$ cat config.mk
export PLATFORM = sky130hd
export DESIGN_NAME = masked_sbox_layer_seq
export DESIGN_NICKNAME = d
export VERILOG_FILES = /design/src/rtl/masked_sbox_layer_seq.sv
export SDC_FILE = /design/constraint.sdc
export NUM_CORES = 1
export LEC_CHECK = 0
export ABC_AREA = 1
export CAP_MARGIN = 40
export CORE_MARGIN = 2
export CORE_UTILIZATION = 30
export CTS_BUF_LIST = sky130_fd_sc_hd__clkbuf_16
export DETAILED_ROUTE_END_ITERATION = 6
export HOLD_SLACK_MARGIN = 0.15
export PLACE_DENSITY = 0.57
export SLEW_MARGIN = 25
export SYNTH_ARGS = -nofsm -noshare
export SYNTH_HDL_FRONTEND = slang
export SYNTH_SLANG_ARGS = --single-unit
$ cat constraint.sdc
create_clock -name clk -period 5.5 [get_ports clk]
set_input_delay 1.1 -clock clk [delete_from_list [all_inputs] [get_ports clk]]
set_output_delay 1.1 -clock clk [all_outputs]
set_load 0.005 [all_outputs]
$ cat src/rtl/masked_sbox_layer_seq.sv
// Nibble-serial sequencer driving a two-share masked Skinny-64 S-box across a full state.
// Optional MASKED_SBOX_LAYER_PRNG_EN sources the S-box fresh randomness from an internal LFSR.
module masked_sbox_layer_seq #(
  parameter int          NIBBLES   = 16,
  parameter int          MAX_WAIT  = 15,
  parameter logic [31:0] LFSR_SEED = 32'h0000_0001
) (
  input  logic                 clk,
  input  logic                 rst,
  input  logic                 start,
  input  logic [4*NIBBLES-1:0] in_s0,
  input  logic [4*NIBBLES-1:0] in_s1,
  output logic                 busy,
  output logic                 done,
  output logic                 err,
  output logic [4*NIBBLES-1:0] out_s0,
  output logic [4*NIBBLES-1:0] out_s1,
  output logic                 sb_rst,
  output logic [3:0]           sb_X_s0,
  output logic [3:0]           sb_X_s1,
  output logic [15:0]          sb_Fresh,
  input  logic [3:0]           sb_Y_s0,
  input  logic [3:0]           sb_Y_s1,
  input  logic                 sb_Synch,
  input  logic                 seed_load,
  input  logic [31:0]          seed,
  input  logic [15:0]          rnd_in
);
  localparam int SW = 4 * NIBBLES;
  localparam int IW = (NIBBLES > 1) ? $clog2(NIBBLES) : 1;
  localparam int CW = (MAX_WAIT > 1) ? $clog2(MAX_WAIT + 1) : 1;

  typedef enum logic [1:0] {IDLE, ISSUE, WAIT, DONE} state_t;

  state_t          state_reg;
  logic [IW-1:0]   idx_reg;
  logic [CW-1:0]   wait_cnt_reg;
  logic [SW-1:0]   work_s0_reg, work_s1_reg;
  logic [SW-1:0]   merged_s0, merged_s1;
  logic [15:0]     rnd_word;
  logic            last_nibble;

  // Working state with the S-box result dropped into nibble idx; each share handled separately.
  for (genvar gi = 0; gi < NIBBLES; gi++) begin : g_merge
    assign merged_s0[gi*4 +: 4] = (idx_reg == IW'(gi)) ? sb_Y_s0 : work_s0_reg[gi*4 +: 4];
    assign merged_s1[gi*4 +: 4] = (idx_reg == IW'(gi)) ? sb_Y_s1 : work_s1_reg[gi*4 +: 4];
  end

  assign last_nibble = (idx_reg == IW'(NIBBLES - 1));

`ifdef MASKED_SBOX_LAYER_PRNG_EN
  logic [31:0] lfsr_reg;
  logic [31:0] lfsr_next;
  logic        unused_rnd;

  // Right-shifting Galois form of x^32+x^22+x^2+x+1.
  assign lfsr_next  = {1'b0, lfsr_reg[31:1]} ^ (lfsr_reg[0] ? 32'h8020_0003 : 32'h0);
  assign rnd_word   = lfsr_reg[15:0];
  assign unused_rnd = ^rnd_in;

  always_ff @(posedge clk) begin
    if (rst) begin
      lfsr_reg <= LFSR_SEED;
    end else if (state_reg == IDLE && seed_load && !start) begin
      lfsr_reg <= (seed == 32'h0) ? LFSR_SEED : seed;
    end else begin
      lfsr_reg <= lfsr_next;
    end
  end
`else
  logic unused_seed;

  assign rnd_word    = rnd_in;
  assign unused_seed = ^{seed_load, seed};
`endif

  always_ff @(posedge clk) begin
    if (rst) begin
      state_reg    <= IDLE;
      idx_reg      <= '0;
      wait_cnt_reg <= '0;
      work_s0_reg  <= '0;
      work_s1_reg  <= '0;
      out_s0       <= '0;
      out_s1       <= '0;
      busy         <= 1'b0;
      done         <= 1'b0;
      err          <= 1'b0;
      sb_rst       <= 1'b1;
      sb_X_s0      <= '0;
      sb_X_s1      <= '0;
      sb_Fresh     <= '0;
    end else begin
      done <= 1'b0;
      case (state_reg)
        IDLE: begin
          if (start) begin
            work_s0_reg <= in_s0;
            work_s1_reg <= in_s1;
            idx_reg     <= '0;
            err         <= 1'b0;
            busy        <= 1'b1;
            state_reg   <= ISSUE;
          end
        end
        ISSUE: begin
          sb_rst       <= 1'b0;
          sb_X_s0      <= work_s0_reg[{idx_reg, 2'b00} +: 4];
          sb_X_s1      <= work_s1_reg[{idx_reg, 2'b00} +: 4];
          sb_Fresh     <= rnd_word;
          wait_cnt_reg <= '0;
          state_reg    <= WAIT;
        end
        WAIT: begin
          if (sb_Synch) begin
            work_s0_reg <= merged_s0;
            work_s1_reg <= merged_s1;
            sb_rst      <= 1'b1;
            if (last_nibble) begin
              // Result is published together with the done pulse.
              out_s0    <= merged_s0;
              out_s1    <= merged_s1;
              done      <= 1'b1;
              state_reg <= DONE;
            end else begin
              idx_reg   <= idx_reg + IW'(1);
              state_reg <= ISSUE;
            end
          end else if (wait_cnt_reg == CW'(MAX_WAIT - 1)) begin
            err       <= 1'b1;
            busy      <= 1'b0;
            sb_rst    <= 1'b1;
            state_reg <= IDLE;
          end else begin
            wait_cnt_reg <= wait_cnt_reg + CW'(1);
          end
        end
        DONE: begin
          busy      <= 1'b0;
          state_reg <= IDLE;
        end
        default: state_reg <= IDLE;
      endcase
    end
  end
endmodule

==> flow_summary.html, run 1 <==
<table>
<tr><th>Metric</th><th>Value</th></tr>
<tr><th colspan="2">STA</th></tr>
<tr><td>Post-layout min period</td><td>3.036 ns</td></tr>
<tr><td>Hold violation total from the final report</td><td>0</td></tr>
<tr><td>Achievable clock frequency</td><td>0.3293 GHz</td></tr>
<tr><td>Final number of setup-violating endpoints</td><td>0</td></tr>
<tr><td>Final period utilization</td><td>0.5521</td></tr>
<tr><td>Setup clock skew after layout</td><td>0.01211 ns</td></tr>
<tr><td>Worst-margin pin slew</td><td>0.9029 ns</td></tr>
<tr><td>Final Max Slew Viols</td><td>0</td></tr>
<tr><td>Setup total negative slack</td><td>0 ns</td></tr>
<tr><td>Worst slew slack as a fraction of its limit</td><td>0.3974</td></tr>
<tr><td>Unrepaired setup endpoints after global routing</td><td>false</td></tr>
<tr><th colspan="2">Route</th></tr>
<tr><td>Routed length on met3</td><td>3.756 mm</td></tr>
<tr><td>Vias per cell</td><td>5.036</td></tr>
<tr><td>Vias</td><td>15,440</td></tr>
<tr><td>DRC violation count after routing</td><td>1</td></tr>
<tr><td>Post-route antenna net violation count</td><td>0</td></tr>
<tr><td>Total Routed Length</td><td>57.04 mm</td></tr>
<tr><td>Number of detailed-routing iterations run before antenna repair</td><td>7</td></tr>
<tr><td>Detailed router's first-iteration violation count</td><td>1,249</td></tr>
<tr><td>Top routing layer in use</td><td>met4</td></tr>
<tr><td>Detailed-routing wirelength on met1</td><td>25.71 mm</td></tr>
<tr><td>Routed len/inst</td><td>18.60 µm</td></tr>
<tr><td>Met2 wire length</td><td>26.34 mm</td></tr>
<tr><th colspan="2">Clock tree</th></tr>
<tr><td>Number of H-tree branching levels</td><td>2</td></tr>
<tr><td>Sinks on the clock net</td><td>294</td></tr>
<tr><td>Bufs on Longest Clock Path</td><td>3</td></tr>
<tr><td>Gates resized, CTS repair</td><td>0</td></tr>
<tr><td>Clock tree from TritonCTS</td><td>done</td></tr>
<tr><td>Count of buffers added by post-CTS timing repair for setup</td><td>0</td></tr>
<tr><td>TritonCTS Buffers</td><td>35</td></tr>
<tr><td>Hold buffers post-CTS</td><td>0</td></tr>
<tr><td>Clock slew at reported path FFs</td><td>0.05 ns</td></tr>
<tr><td>Root buf cell</td><td>sky130_fd_sc_hd__clkbuf_16</td></tr>
<tr><td>Clock latency of the later-clocked register in the worst-skew pair</td><td>0.55 ns</td></tr>
<tr><th colspan="2">Placement</th></tr>
<tr><td>Weighted congestion reported at the end of routability-driven placement</td><td>0.8031</td></tr>
<tr><td>Detailed placement HPWL</td><td>38.55 mm</td></tr>
<tr><td>Count of buffers from port buffering</td><td>311</td></tr>
<tr><th colspan="2">Synth</th></tr>
<tr><td>Per-instance average area after synthesis</td><td>6.437 µm²</td></tr>
<tr><td>Cells after Synth</td><td>2,221</td></tr>
<tr><td>Synthesized cell area</td><td>14,300 µm²</td></tr>
<tr><td>Post-synth net total</td><td>2,418</td></tr>
<tr><td>Count of unique library cells instantiated by Yosys</td><td>23</td></tr>
<tr><td>Flip-flop and latch count after synthesis</td><td>294</td></tr>
<tr><td>Yosys synthesis warning count</td><td>0</td></tr>
<tr><td>Fraction of the yosys area taken by sequential cells</td><td>0.4117</td></tr>
<tr><th colspan="2">GRT</th></tr>
<tr><td>Overall global routing resource usage</td><td>0.2239</td></tr>
<tr><td>Largest net degree at the start of global routing</td><td>86</td></tr>
<tr><td>Total congestion overflow after global routing</td><td>0</td></tr>
<tr><td>Number of global-route vias before repair</td><td>14,780</td></tr>
<tr><td>Antenna violations before repair</td><td>1</td></tr>
<tr><td>First-pass GRT wire length</td><td>86.84 mm</td></tr>
<tr><th colspan="2">Min path</th></tr>
<tr><td>Classification of the worst-slack hold path</td><td>reg -&gt; reg</td></tr>
<tr><th colspan="2">Floorplanning</th></tr>
<tr><td>Core area</td><td>46,750 µm²</td></tr>
<tr><td>DIE HEIGHT</td><td>222.3 µm</td></tr>
<tr><td>DIE WIDTH</td><td>222.3 µm</td></tr>
<tr><td>Starting density of the core</td><td>0.3058</td></tr>
<tr><td>Row Count</td><td>79</td></tr>
<tr><td>Top-level port count</td><td>345</td></tr>
<tr><td>Die area</td><td>49,420 µm²</td></tr>
<tr><th colspan="2">Worst setup path</th></tr>
<tr><td>Worst path required time</td><td>5.96 ns</td></tr>
<tr><td>CP max stage delay</td><td>0.54 ns</td></tr>
<tr><td>Critical Path Fanout Max</td><td>60</td></tr>
<tr><td>Element type at the critical path end</td><td>flop</td></tr>
<tr><td>Start-to-end type of the worst setup path</td><td>in -&gt; reg</td></tr>
<tr><td>Ordered list of cells on the worst path</td><td>clkdlybuf4s50_1 &gt; nand2_2 &gt; o21ai_4 &gt; buf_4 &gt; buf_4 &gt; buf_12 &gt; o21ai_0 &gt; a21oi_1</td></tr>
<tr><td>Slowest library cell on the worst path</td><td>sky130_fd_sc_hd__buf_4</td></tr>
<tr><td>Arrival time at the worst endpoint</td><td>3.50 ns</td></tr>
<tr><td>Startpoint Class</td><td>primary input</td></tr>
<tr><td>Critical Path Most Common Cell</td><td>sky130_fd_sc_hd__buf_4</td></tr>
<tr><th colspan="2">Finish</th></tr>
<tr><td>Leading cell types in the layout, fill and taps excluded</td><td>sky130_fd_sc_hd__nand2_1 (521), sky130_fd_sc_hd__o21ai_0 (355), sky130_fd_sc_hd__nor2_1 (352), sky130_fd_sc_hd__clkdlybuf4s50_1 (310), sky130_fd_sc_hd__dfxtp_1 (292)</td></tr>
<tr><td>Layout fillers</td><td>5,025</td></tr>
<tr><td>Area overhead of the layout relative to synthesis</td><td>32.12%</td></tr>
<tr><td>Most frequent standard cell in the layout excluding fill and tap cells</td><td>sky130_fd_sc_hd__nand2_1</td></tr>
<tr><td>Total number of nets in the final design</td><td>2,629</td></tr>
<tr><td>Storage element area</td><td>5888 µm²</td></tr>
<tr><td>Multi-input gate area</td><td>7128 µm²</td></tr>
<tr><td>Layout cell share with drive strength beyond 1</td><td>0.03867</td></tr>
<tr><th colspan="2">Pwr</th></tr>
<tr><td>Total power density per cell area</td><td>295.8 nW/µm²</td></tr>
<tr><td>VDD IR-drop max</td><td>0.0001676 V</td></tr>
<tr><td>Static Leak</td><td>7.760 nW</td></tr>
<tr><td>Post-route total power</td><td>0.005588 W</td></tr>
<tr><th colspan="2">Run status</th></tr>
<tr><td>Outcome</td><td>finished, violations left</td></tr>
<tr><td>Violations in the final reports</td><td>DRC</td></tr>
<tr><th colspan="2">Run</th></tr>
<tr><td>Max-cap viol count</td><td>0</td></tr>
</table>
-- synth_stat cells --
master | count | area, µm²
sky130_fd_sc_hd__nand2_1 | 522 | 1959
sky130_fd_sc_hd__o21ai_0 | 355 | 1777
sky130_fd_sc_hd__nor2_1 | 352 | 1321
sky130_fd_sc_hd__dfxtp_1 | 294 | 5886
sky130_fd_sc_hd__a21oi_1 | 224 | 1121
sky130_fd_sc_hd__inv_1 | 131 | 491.7
sky130_fd_sc_hd__clkbuf_1 | 107 | 401.6
sky130_fd_sc_hd__nand3_1 | 105 | 525.5
sky130_fd_sc_hd__o21ai_1 | 43 | 215.2
sky130_fd_sc_hd__buf_2 | 29 | 145.1
sky130_fd_sc_hd__buf_6 | 14 | 157.7
sky130_fd_sc_hd__buf_1 | 11 | 41.29
sky130_fd_sc_hd__ha_1 | 8 | 100.1
sky130_fd_sc_hd__inv_2 | 7 | 26.28
sky130_fd_sc_hd__buf_4 | 6 | 45.04
sky130_fd_sc_hd__nor2_2 | 4 | 25.02
sky130_fd_sc_hd__nand2_2 | 2 | 12.51
sky130_fd_sc_hd__nor3_1 | 2 | 10.01
sky130_fd_sc_hd__a31oi_1 | 1 | 6.260
sky130_fd_sc_hd__nand3b_1 | 1 | 7.510
sky130_fd_sc_hd__nand4_1 | 1 | 6.260
sky130_fd_sc_hd__o211ai_1 | 1 | 7.510
sky130_fd_sc_hd__o21ai_2 | 1 | 8.760
-- report_power, final --
| group | internal (W) | switching [W] |
|---|---|---|
| logic | 0.000370 | 0.000622 |
| clock network | 0.00130 | 0.000953 |
| registers | 0.00226 | 0.0000843 |
-- per-stage QoR --
step / instance area (µm²) / hold WS, ns / utilization / setup slack (ns) / cells
after floorplan: 14300 / 0.4409 / - / 3.337 / 2221
final: 18890 / 0.4627 / 0.4040 / 2.464 / 3066
after detailed placement: 17740 / 0.4615 / 0.3794 / 1.788 / 2999
after global placement: 17570 / 0.4526 / 0.3757 / 1.836 / 2991
after global routing: 18880 / 0.4944 / 0.4039 / 2.169 / 3064
after CTS: 18820 / 0.4700 / 0.4025 / 2.356 / 3061
-- path summary, 6_finish.rpt --
| path | from | end | slack (ns) | depth (start not counted) |
|---|---|---|---|---|
| min | work_s0_reg[62] | work_s0_reg[62] | 0.46 | 2 |
| max | sb_Synch | work_s1_reg[30] | 2.46 | 8 |
| max reg2reg | idx_reg[1] | work_s0_reg[4] | 2.46 | 9 |
| min reg2reg | work_s0_reg[62] | work_s0_reg[62] | 0.46 | 2 |
-- cells by family after synthesis --
family	share of synthesized area
AOI/OAI and AO/OA	0.2193
adders and majority gates	0.007001
buffers and inverters	0.09154
DFF	0.4117
and+or+nand+nor	0.2705
-- critical path, delay by kind of cell --
kind	cells	cell delay [ns]
buffers and inverters	4	1.76
AND/OR/NAND/NOR	1	0.17
AO/OA/AOI/OAI	3	0.40
-- metal layers --
metal  vias up  GRT usage
met5         -          0
met4         0    0.05754
met3        75    0.04086
met2       512     0.3667
met1      7255     0.3027
li1       7597          -
-- area by class of cell --
cell class / instances / share of cell area
antenna: 2 / 0.0002650
tap: 607 / 0.04021
timing repair buffer: 341 / 0.1853
sequential: 294 / 0.3117
clock inverter: 25 / 0.008147
multi-input combinational: 1622 / 0.3774
clock buffer: 37 / 0.04902
inverter: 138 / 0.02795
No activity file was read; power rests on OpenSTA's default activity.
==> inputs of run 2 (changes only) <==
--- a/config.mk
+++ b/config.mk
@@ -12,7 +12,7 @@
 export CTS_BUF_LIST = sky130_fd_sc_hd__clkbuf_16
 export DETAILED_ROUTE_END_ITERATION = 6
 export HOLD_SLACK_MARGIN = 0.15
-export PLACE_DENSITY = 0.57
+export PLACE_DENSITY = 0.59
 export SLEW_MARGIN = 25
 export SYNTH_ARGS = -nofsm -noshare
 export SYNTH_HDL_FRONTEND = slang
==> constraint.sdc (replaced) <==
create_clock -name clk -period 2.7 [get_ports clk]
set_input_delay 0.54 -clock clk [delete_from_list [all_inputs] [get_ports clk]]
set_output_delay 0.54 -clock clk [all_outputs]
set_load 0.005 [all_outputs]
==> run 2 against run 1 <==
Net effect:
- the run now ends clean
- non-clock buffer count rose by 15
- die area did not move
- combinational power rose by 100%
- largest cell class unchanged
- cell count rose by 0.62%
- worst hold slack improved by 0.0039 ns
- clock power rose by 120%
- final area rose by 1.2%
- sequential power rose by 100%
- sequential share of layout area fell by 0.36 points
==> flow_summary.html, run 2 (same netlist as run 1, synthesis figures left out) <==
<table>
<tr><th>Metric</th><th>Value</th></tr>
<tr><th colspan="2">Run status</th></tr>
<tr><td>Outcome</td><td>completed</td></tr>
<tr><th colspan="2">STA</th></tr>
<tr><td>Final number of setup-violating endpoints</td><td>0 (unchanged)</td></tr>
<tr><td>Setup total negative slack</td><td>0 ns (unchanged)</td></tr>
<tr><td>Final setup margin</td><td>0.3868 ns (-2.077 ns)</td></tr>
<tr><td>Hold violation total from the final report</td><td>0 (unchanged)</td></tr>
<tr><td>Achievable clock frequency</td><td>0.4323 GHz</td></tr>
<tr><td>Post-layout min period</td><td>2.313 ns</td></tr>
<tr><td>Unrepaired setup endpoints after global routing</td><td>false</td></tr>
<tr><td>Final period utilization</td><td>0.8568</td></tr>
<tr><td>Worst hold slack after final layout</td><td>0.4666 ns (+0.003924 ns)</td></tr>
<tr><td>Worst slew slack as a fraction of its limit</td><td>0.4226 (+0.02513)</td></tr>
<tr><td>Worst-margin pin slew</td><td>0.8662 ns (-0.03670 ns)</td></tr>
<tr><td>Final Max Slew Viols</td><td>0 (unchanged)</td></tr>
<tr><td>Setup clock skew after layout</td><td>0.02643 ns (+0.01431 ns)</td></tr>
<tr><th colspan="2">Pwr</th></tr>
<tr><td>Static Leak</td><td>7.867 nW (+1.4%)</td></tr>
<tr><td>Total power density per cell area</td><td>619.6 nW/µm² (+110%)</td></tr>
<tr><td>VDD IR-drop max</td><td>0.0003329 V (+99%)</td></tr>
<tr><th colspan="2">Worst setup path</th></tr>
<tr><td>CP max stage delay</td><td>0.51 ns (-0.03 ns)</td></tr>
<tr><td>Critical Path Fanout Max</td><td>12 (-80%)</td></tr>
<tr><td>Start-to-end type of the worst setup path</td><td>reg -&gt; reg</td></tr>
<tr><td>Arrival time at the worst endpoint</td><td>2.82 ns (-0.68 ns)</td></tr>
<tr><td>Gate family responsible for the most delay along the worst path</td><td>simple AND/OR/NAND/NOR gates</td></tr>
<tr><td>Ordered list of cells on the worst path</td><td>inv_1 &gt; ha_1 &gt; nand2_1 &gt; o21ai_0 &gt; nand2_1 &gt; nand3_1 &gt; nand2_1 &gt; inv_1</td></tr>
<tr><td>Element type at the critical path end</td><td>flop</td></tr>
<tr><td>Startpoint Class</td><td>flop</td></tr>
<tr><td>Worst path required time</td><td>3.20 ns (-2.76 ns)</td></tr>
<tr><td>Critical Path Most Common Cell</td><td>sky130_fd_sc_hd__nand2_1</td></tr>
<tr><td>Critical path buffer and inverter count</td><td>2 (-2)</td></tr>
<tr><td>Slowest library cell on the worst path</td><td>sky130_fd_sc_hd__o21ai_0</td></tr>
<tr><th colspan="2">GRT</th></tr>
<tr><td>Met2 track utilization from global routing</td><td>0.3571 (-0.009607)</td></tr>
<tr><td>Total congestion overflow after global routing</td><td>0 (unchanged)</td></tr>
<tr><td>Met1 demand-to-capacity share in global routing</td><td>0.3000 (-0.002759)</td></tr>
<tr><td>Overall global routing resource usage</td><td>0.2245 (+0.0006086)</td></tr>
<tr><td>Global routing's busiest layer</td><td>met2</td></tr>
<tr><td>Met3 Resource Use GR</td><td>0.04245 (+0.001587)</td></tr>
<tr><td>Antenna violations before repair</td><td>9 (+8)</td></tr>
<tr><td>Largest net degree at the start of global routing</td><td>134 (+56%)</td></tr>
<tr><td>First-pass GRT wire length</td><td>86.78 mm (about the same)</td></tr>
<tr><td>Number of global-route vias before repair</td><td>14,790 (+0.061%)</td></tr>
<tr><th colspan="2">Clock tree</th></tr>
<tr><td>Count of buffers added by post-CTS timing repair for setup</td><td>0 (unchanged)</td></tr>
<tr><td>Clock slew at reported path FFs</td><td>0.06 ns (about the same)</td></tr>
<tr><td>TritonCTS Buffers</td><td>36 (+2.9%)</td></tr>
<tr><td>Root buf cell</td><td>sky130_fd_sc_hd__clkbuf_16</td></tr>
<tr><td>Sinks on the clock net</td><td>294 (unchanged)</td></tr>
<tr><td>Clock tree from TritonCTS</td><td>done</td></tr>
<tr><td>Number of H-tree branching levels</td><td>2 (unchanged)</td></tr>
<tr><td>Hold buffers post-CTS</td><td>0 (unchanged)</td></tr>
<tr><td>Gates resized, CTS repair</td><td>0 (unchanged)</td></tr>
<tr><td>Bufs on Longest Clock Path</td><td>3 (unchanged)</td></tr>
<tr><td>Clock latency of the later-clocked register in the worst-skew pair</td><td>0.56 ns (about the same)</td></tr>
<tr><th colspan="2">Floorplanning</th></tr>
<tr><td>Die area</td><td>49,420 µm² (unchanged)</td></tr>
<tr><td>DIE WIDTH</td><td>222.3 µm (unchanged)</td></tr>
<tr><td>Starting density of the core</td><td>0.3058 (unchanged)</td></tr>
<tr><td>Top-level port count</td><td>345 (unchanged)</td></tr>
<tr><td>Core area</td><td>46,750 µm² (unchanged)</td></tr>
<tr><td>DIE HEIGHT</td><td>222.3 µm (unchanged)</td></tr>
<tr><td>Row Count</td><td>79 (unchanged)</td></tr>
<tr><th colspan="2">Route</th></tr>
<tr><td>Post-route antenna net violation count</td><td>0 (unchanged)</td></tr>
<tr><td>DRC violation count after routing</td><td>0 (-1)</td></tr>
<tr><td>Number of detailed-routing iterations run before antenna repair</td><td>5 (-2)</td></tr>
<tr><td>Vias per cell</td><td>5.035 (about the same)</td></tr>
<tr><td>Routed len/inst</td><td>18.43 µm (-0.96%)</td></tr>
<tr><td>Detailed router's first-iteration violation count</td><td>1,340 (+7.3%)</td></tr>
<tr><td>Vias</td><td>15,530 (+0.62%)</td></tr>
<tr><td>Total Routed Length</td><td>56.84 mm (-0.35%)</td></tr>
<tr><th colspan="2">Placement</th></tr>
<tr><td>Post-Place Setup Slack</td><td>0.3448 ns (-1.443 ns)</td></tr>
<tr><td>Weighted congestion reported at the end of routability-driven placement</td><td>0.8273 (+3.0%)</td></tr>
<tr><td>Count of buffers from port buffering</td><td>311 (unchanged)</td></tr>
<tr><td>Placed inst area</td><td>17,900 µm² (+0.92%)</td></tr>
<tr><td>Detailed placement HPWL</td><td>38.42 mm (-0.34%)</td></tr>
<tr><th colspan="2">Min path</th></tr>
<tr><td>Classification of the worst-slack hold path</td><td>reg -&gt; reg</td></tr>
<tr><th colspan="2">Finish</th></tr>
<tr><td>Core Util, Final</td><td>0.4087 (+0.004683)</td></tr>
<tr><td>Area overhead of the layout relative to synthesis</td><td>33.65%</td></tr>
<tr><td>Post-route standard cell area excluding fillers</td><td>19,110 µm² (+1.2%)</td></tr>
<tr><td>Layout fillers</td><td>4,984 (-0.82%)</td></tr>
<tr><td>Most frequent standard cell in the layout excluding fill and tap cells</td><td>sky130_fd_sc_hd__nand2_1</td></tr>
<tr><td>Leading cell types in the layout, fill and taps excluded</td><td>sky130_fd_sc_hd__nand2_1 (521), sky130_fd_sc_hd__o21ai_0 (355), sky130_fd_sc_hd__nor2_1 (352), sky130_fd_sc_hd__clkdlybuf4s50_1 (310), sky130_fd_sc_hd__dfxtp_1 (292)</td></tr>
<tr><td>Total number of nets in the final design</td><td>2,645 (+0.61%)</td></tr>
<tr><td>Layout cell share with drive strength beyond 1</td><td>0.04768 (+0.009012)</td></tr>
<tr><th colspan="2">Run</th></tr>
<tr><td>Max-cap viol count</td><td>0 (unchanged)</td></tr>
</table>
run 2: path summary, 6_finish.rpt:
kind	slack (ns)	cells after the start	endpoint	startpoint
worst max register to register	0.39	8	work_s0_reg[4]	idx_reg[1]
worst min-delay path	0.47	2	out_s0[62]	out_s0[62]
worst min register to register	0.47	2	out_s0[62]	out_s0[62]
worst max-delay path	0.39	8	work_s0_reg[4]	idx_reg[1]
run 2: layer usage:
metal	up-vias	wire, µm
met5	-	60
met4	10	1807
met3	103	4032
met2	570	25810
met1	7220	25130
li1	7631	-
run 2: cell type report:
class / instances / area (µm²) / area share
Sequential cell: 294 / 5888 / 0.3081
Tap cell: 607 / 759.5 / 0.03975
Inverter: 138 / 528.0 / 0.02763
Timing Repair Buffer: 356 / 3596 / 0.1882
Clock inverter: 29 / 300.3 / 0.01572
Multi-Input combinational cell: 1622 / 7128 / 0.3730
Antenna cell: 3 / 7.507 / 0.0003929
Clock buffer: 36 / 900.9 / 0.04715
run 2: power breakdown:
part           switching (W)  internal, W
Sequential          0.000179      0.00460
Clock                0.00204      0.00301
Combinational        0.00124     0.000764
run 2: worst reg2reg max path, cell delays in order, from the launching register on:
cell and delay (ns):
sky130_fd_sc_hd__dfxtp_2 0.42, sky130_fd_sc_hd__inv_1 0.20, sky130_fd_sc_hd__ha_1 0.44, sky130_fd_sc_hd__nand2_1 0.40
sky130_fd_sc_hd__o21ai_0 0.52, sky130_fd_sc_hd__nand2_1 0.09, sky130_fd_sc_hd__nand3_1 0.09, sky130_fd_sc_hd__nand2_1 0.05
sky130_fd_sc_hd__inv_1 0.04
run 2: per-stage QoR:
step	total power [W]	instances
after floorplan	0.005987	2221
after global placement	0.006832	3017
after detailed placement	0.006862	3017
after CTS	0.01192	3082
after global routing	0.01236	3085
final	0.01184	3085
